--- src/rtl/pingpong_bank_ctrl.sv ---
// Ping-pong SRAM bank sequencer: tracks frame occupancy of the two banks, swaps the
// read/write roles through a one-cycle SWAP guard state, and flags protocol violations.
module pingpong_bank_ctrl #(
  parameter int       CNT_W    = 16,
  parameter bit       INIT_SEL = 1'b0
) (
  input  logic             clk,
  input  logic             rst,
  input  logic             wr_done,
  input  logic             rd_done,
  input  logic             flush,
  input  logic             err_clr,
  output logic             sram_read_register,
  output logic             wr_ready,
  output logic             rd_valid,
  output logic [CNT_W-1:0] swap_count,
  output logic             err_wr,
  output logic             err_rd,
  output logic [1:0]       state
);

  typedef enum logic [1:0] {
    ST_EMPTY     = 2'd0,
    ST_RD_FULL   = 2'd1,
    ST_BOTH_FULL = 2'd2,
    ST_SWAP      = 2'd3
  } state_t;

  state_t           state_reg, state_next;
  logic             sel_reg, sel_next;
  logic [CNT_W-1:0] count_reg, count_next;
  logic             err_wr_reg, err_wr_next;
  logic             err_rd_reg, err_rd_next;

  logic             wr_acc, rd_acc;
  logic             ready_int, valid_int;

  assign ready_int = (state_reg == ST_EMPTY) || (state_reg == ST_RD_FULL);
  assign valid_int = (state_reg == ST_RD_FULL) || (state_reg == ST_BOTH_FULL);

  // Flush masks both handshakes so a flushed pulse neither moves state nor raises an error.
  assign wr_acc = wr_done & ready_int & ~flush;
  assign rd_acc = rd_done & valid_int & ~flush;

  always_comb begin
    state_next  = state_reg;
    sel_next    = sel_reg;
    count_next  = count_reg;
    err_wr_next = err_clr ? 1'b0 : err_wr_reg;
    err_rd_next = err_clr ? 1'b0 : err_rd_reg;

    if (!flush) begin
      if (wr_done && !ready_int) err_wr_next = 1'b1;
      if (rd_done && !valid_int) err_rd_next = 1'b1;
    end

    if (flush) begin
      state_next = ST_EMPTY;
    end else begin
      unique case (state_reg)
        ST_EMPTY: begin
          if (wr_acc) state_next = ST_SWAP;
        end
        ST_RD_FULL: begin
          if (wr_acc && rd_acc) state_next = ST_SWAP;
          else if (wr_acc)      state_next = ST_BOTH_FULL;
          else if (rd_acc)      state_next = ST_EMPTY;
        end
        ST_BOTH_FULL: begin
          if (rd_acc) state_next = ST_SWAP;
        end
        ST_SWAP: begin
          state_next = ST_RD_FULL;
        end
        default: state_next = ST_EMPTY;
      endcase
    end

    // Bank roles flip on the same edge that enters SWAP.
    if (state_next == ST_SWAP && state_reg != ST_SWAP) begin
      sel_next   = ~sel_reg;
      count_next = count_reg + 1'b1;
    end
  end

  always_ff @(posedge clk) begin
    if (rst) begin
      state_reg  <= ST_EMPTY;
      sel_reg    <= INIT_SEL;
      count_reg  <= '0;
      err_wr_reg <= 1'b0;
      err_rd_reg <= 1'b0;
    end else begin
      state_reg  <= state_next;
      sel_reg    <= sel_next;
      count_reg  <= count_next;
      err_wr_reg <= err_wr_next;
      err_rd_reg <= err_rd_next;
    end
  end

  assign sram_read_register = sel_reg;
  assign wr_ready           = ready_int;
  assign rd_valid           = valid_int;
  assign swap_count         = count_reg;
  assign err_wr             = err_wr_reg;
  assign err_rd             = err_rd_reg;
  assign state              = state_reg;

endmodule

--- config.mk ---
export PLATFORM = sky130hd
export DESIGN_NAME = pingpong_bank_ctrl
export DESIGN_NICKNAME = d
export VERILOG_FILES = /design/src/rtl/pingpong_bank_ctrl.sv
export SDC_FILE = /design/constraint.sdc
export NUM_CORES = 1
export LEC_CHECK = 0
export ABC_CLOCK_PERIOD_IN_PS = 3800
export CAP_MARGIN = 20
export CORE_MARGIN = 2
export CORE_UTILIZATION = 30
export CTS_CLUSTER_DIAMETER = 120
export DETAILED_ROUTE_END_ITERATION = 10
export DONT_BUFFER_PORTS = 1
export PLACE_DENSITY = 0.46
export SYNTH_ARGS = -nofsm -noshare
export SYNTH_HDL_FRONTEND = slang
export SYNTH_SLANG_ARGS = --single-unit
export TNS_END_PERCENT = 5
--- constraint.sdc ---
create_clock -name clk -period 3.8 [get_ports clk]
set_clock_uncertainty 0.15 [all_clocks]
set_input_delay 0.76 -clock clk [delete_from_list [all_inputs] [get_ports clk]]
set_output_delay 0.76 -clock clk [all_outputs]
set_load 0.03 [all_outputs]
==> impl_metrics.tcl <==
set metrics [dict create \
    syn_area_um2 1226 \
    max_freq_ghz 0.3219 \
    ir_worst_vdd_mv 0.1185 \
    start_util_pct 30.88 \
    switching_share_pct 29.51 \
    synth.avg_cell_area_um2 9.016 \
    period_share_pct 81.76 \
    cts_tree "built" \
    hold_buffers 0 \
    synthCells 136 \
    avgViaCountPerCell 5.589 \
    drtAntennaViolNets 0 \
    hp-class "in2reg" \
    r2r_end "swap_count[12]" \
    synth_area_leaders "dfxtp_1, o31ai_1, or4_1, ha_1, a21oi_1" \
    pwr-share-comb_pct 14.9 \
    antenna_found_initial 0 \
    crit_required_ps 3840 \
    yosysMostFrequentCell "dfxtp_1" \
    synthTopCellsByCount "dfxtp_1, a21oi_1, o31ai_1, or4_1, nor2_1" \
    slowest_delay_ps 610 \
    rows 23 \
    io_pins 29 \
    p_int_uw 323.7 \
    place_congestion 0.7137 \
    largest_register_ffs 16 \
    synth.top_cell.area_share_pct 34.29 \
    synth-seq-cells 21 \
    clk-insertion-delay-late_ps 260 \
    clkTransAtPathRegs_ps 80 \
    final.fill_count 425 \
    rsz0062_at_grt "false" \
    whs_endpoint "swap_count[9]" \
    numCtsBuffers 3 \
    cp_data_arrival_time_ps 3150 \
    wl_per_cell_um 15.01 \
    clkSinkCount 21 \
    drive_above_1_share_pct 11.11 \
    drtPass1Iterations 4 \
    crit_path_cell_trace "inv_1 > ha_1 > nand2_1 > xnor2_2 > a2111oi_4 > buf_4 > buf_4 > or4_1 > a21oi_1" \
    pwr-share-seq_pct 52.3 \
    gr-usage-all-layers_pct 12.35 \
    hold_path.startpoint "rst" \
    r2r_slack_ps 690 \
    clock_power_share_pct 32.8 \
    fin_util_pct 32.92 \
    path_class "reg2reg" \
    cp_common_cell "buf_4" \
    hold_depth 1 \
    die_x_um 67.93 \
    die_h_um 67.93 \
    hold_viol 0 \
    critPathLaunchType "flip-flop" \
    worstReg2RegStart "state[0]" \
    setup_violations 0 \
    wirelength_mm 2.776 \
    synth_top_area_cell "dfxtp_1" \
    worst_pin_slew_ps 511.3 \
    nNetsFinal 148 \
    drv_cap 0 \
    p_leak_nw 0.4186 \
    drc 0 \
    relSlewSlack_pct 65.79 \
    ys_warn_count 0 \
    n_antenna_cell 0 \
    postCtsResizedCells 0 \
    clk_path_buf_depth 2 \
    vias 1034 \
    ys_dominant_reg_cell "dfxtp_1" \
    p_per_area_nw_per_um2 351.2 \
    r2r.worst_path.cells 9 \
    core-area_um2 3971 \
    seqCellArea_um2 420.4 \
    drtIter0Drc 28 \
    critPathMaxFanout 21 \
    min_period_ps 3107 \
    whs_ps 406.3 \
    multi_input_area_um2 737.0 \
    syn_nets 148 \
    fin_setup_tns_ps 0 \
    switchingPower_uw 135.5 \
    status "finished, final reports clean" \
    postCtsSetupBuffers 0 \
    design_area_um2 1308 \
    yosysSeqAreaShare_pct 34.29 \
    numPortBuffers 0 \
    synth_edf_count 0 \
    die_area_um2 4614 \
    end_kind "flip-flop" \
    grt_max_degree 26 \
    cts_root_buf "clkbuf_8" \
    grt_pass1_vias 906 \
    hpwl_mm 2.017 \
    area_delta_synth_final_pct 6.632 \
    drv_slew 0 \
    overflow 0 \
    synth.distinct_cells 35 \
    synth-async-reset-ratio_pct 0 \
    grt_first_pass_wirelength_mm 4.278 \
    place_area_um2 1261 \
    crit_path_top_delay_cell "dfxtp_1" \
    h-tree-depth 1 \
]
area by class of cell:
| class | instances | area share (%) |
|---|---|---|
| multi-input cells | 102 | 56.36 |
| flip-flops and latches | 21 | 32.15 |
| well taps | 50 | 4.785 |
| clock buffers | 3 | 3.158 |
| repair buffers | 3 | 1.722 |
| inverters | 5 | 1.435 |
| clock inverters | 1 | 0.3828 |
per-layer routing:
metal | wire length (µm) | global-route usage [%]
met4 | 39 | 6.000
met3 | 187 | 3.289
met2 | 1328 | 19.78
met1 | 1220 | 15.24
met5 | 0 | 0
cell families (layout without fill, tap and decap cells):
logic type / after synthesis / in the layout / synth area share (%)
AND/OR/NAND/NOR: 59 / 59 / 29.59
buffers and inverters: 13 / 12 / 5.612
adder cells (fa/ha/maj): 6 / 6 / 6.122
flip-flops: 21 / 21 / 34.29
XOR/XNOR: 1 / 1 / 1.327
multiplexers: 5 / 5 / 5.306
AO/OA/AOI/OAI: 31 / 31 / 17.76
per-stage QoR:
stage | setup WS [ps] | std cells | power, mW
4_1_cts | 669.6 | 185 | 0.4661
2_1_floorplan | 1068 | 136 | 0.3074
3_5_place_dp | 701.9 | 181 | 0.3152
6_report | 693.2 | 185 | 0.4592
3_3_place_gp | 807.7 | 181 | 0.3121
5_1_grt | 506.6 | 185 | 0.4813
worst max-delay path: cells and delay by family (launching register included):
| kind | cells | cell delay, ps |
|---|---|---|
| compound gates | 2 | 240 |
| xor+xnor | 1 | 240 |
| fa+ha+maj | 1 | 530 |
| buf+inv | 3 | 570 |
| flops | 1 | 610 |
| simple gates | 2 | 690 |
worst max-delay path by stage:
| stage | startpoint | endpoint | slack (ps) | cells past startpoint |
|---|---|---|---|---|
| 6_report | state[0] | swap_count[12] | 690 | 9 |
| 5_1_grt | state[0] | swap_count[9] | 510 | 7 |
| 4_1_cts | state[0] | swap_count[12] | 670 | 9 |
| 3_5_place_dp | state[0] | swap_count[12] | 700 | 9 |
| 3_3_place_gp | state[0] | swap_count[9] | 810 | 9 |
| 2_1_floorplan | state[0] | swap_count[13] | 1070 | 8 |
power by group through the flow:
| stage | Clock, mW | Sequential, mW | Combinational [mW] |
|---|---|---|---|
| 2_1_floorplan | 0 | 0.244 | 0.0636 |
| 3_3_place_gp | 0 | 0.245 | 0.0667 |
| 3_5_place_dp | 0 | 0.246 | 0.0695 |
| 4_1_cts | 0.156 | 0.240 | 0.0698 |
| 5_1_grt | 0.165 | 0.241 | 0.0757 |
| 6_report | 0.151 | 0.240 | 0.0683 |
placed cells by master (no fill, tap or decap), drive strengths merged, types with 4 or more instances in the layout:
cell / instances
nand4: 5
nor2: 7
inv: 5
ha: 6
nand2b: 4
nor3: 7
or4: 12
nand2: 6
o31ai: 12
dfxtp: 21
nand3: 4
a21oi: 13
Power figures use the tool's default switching activity.
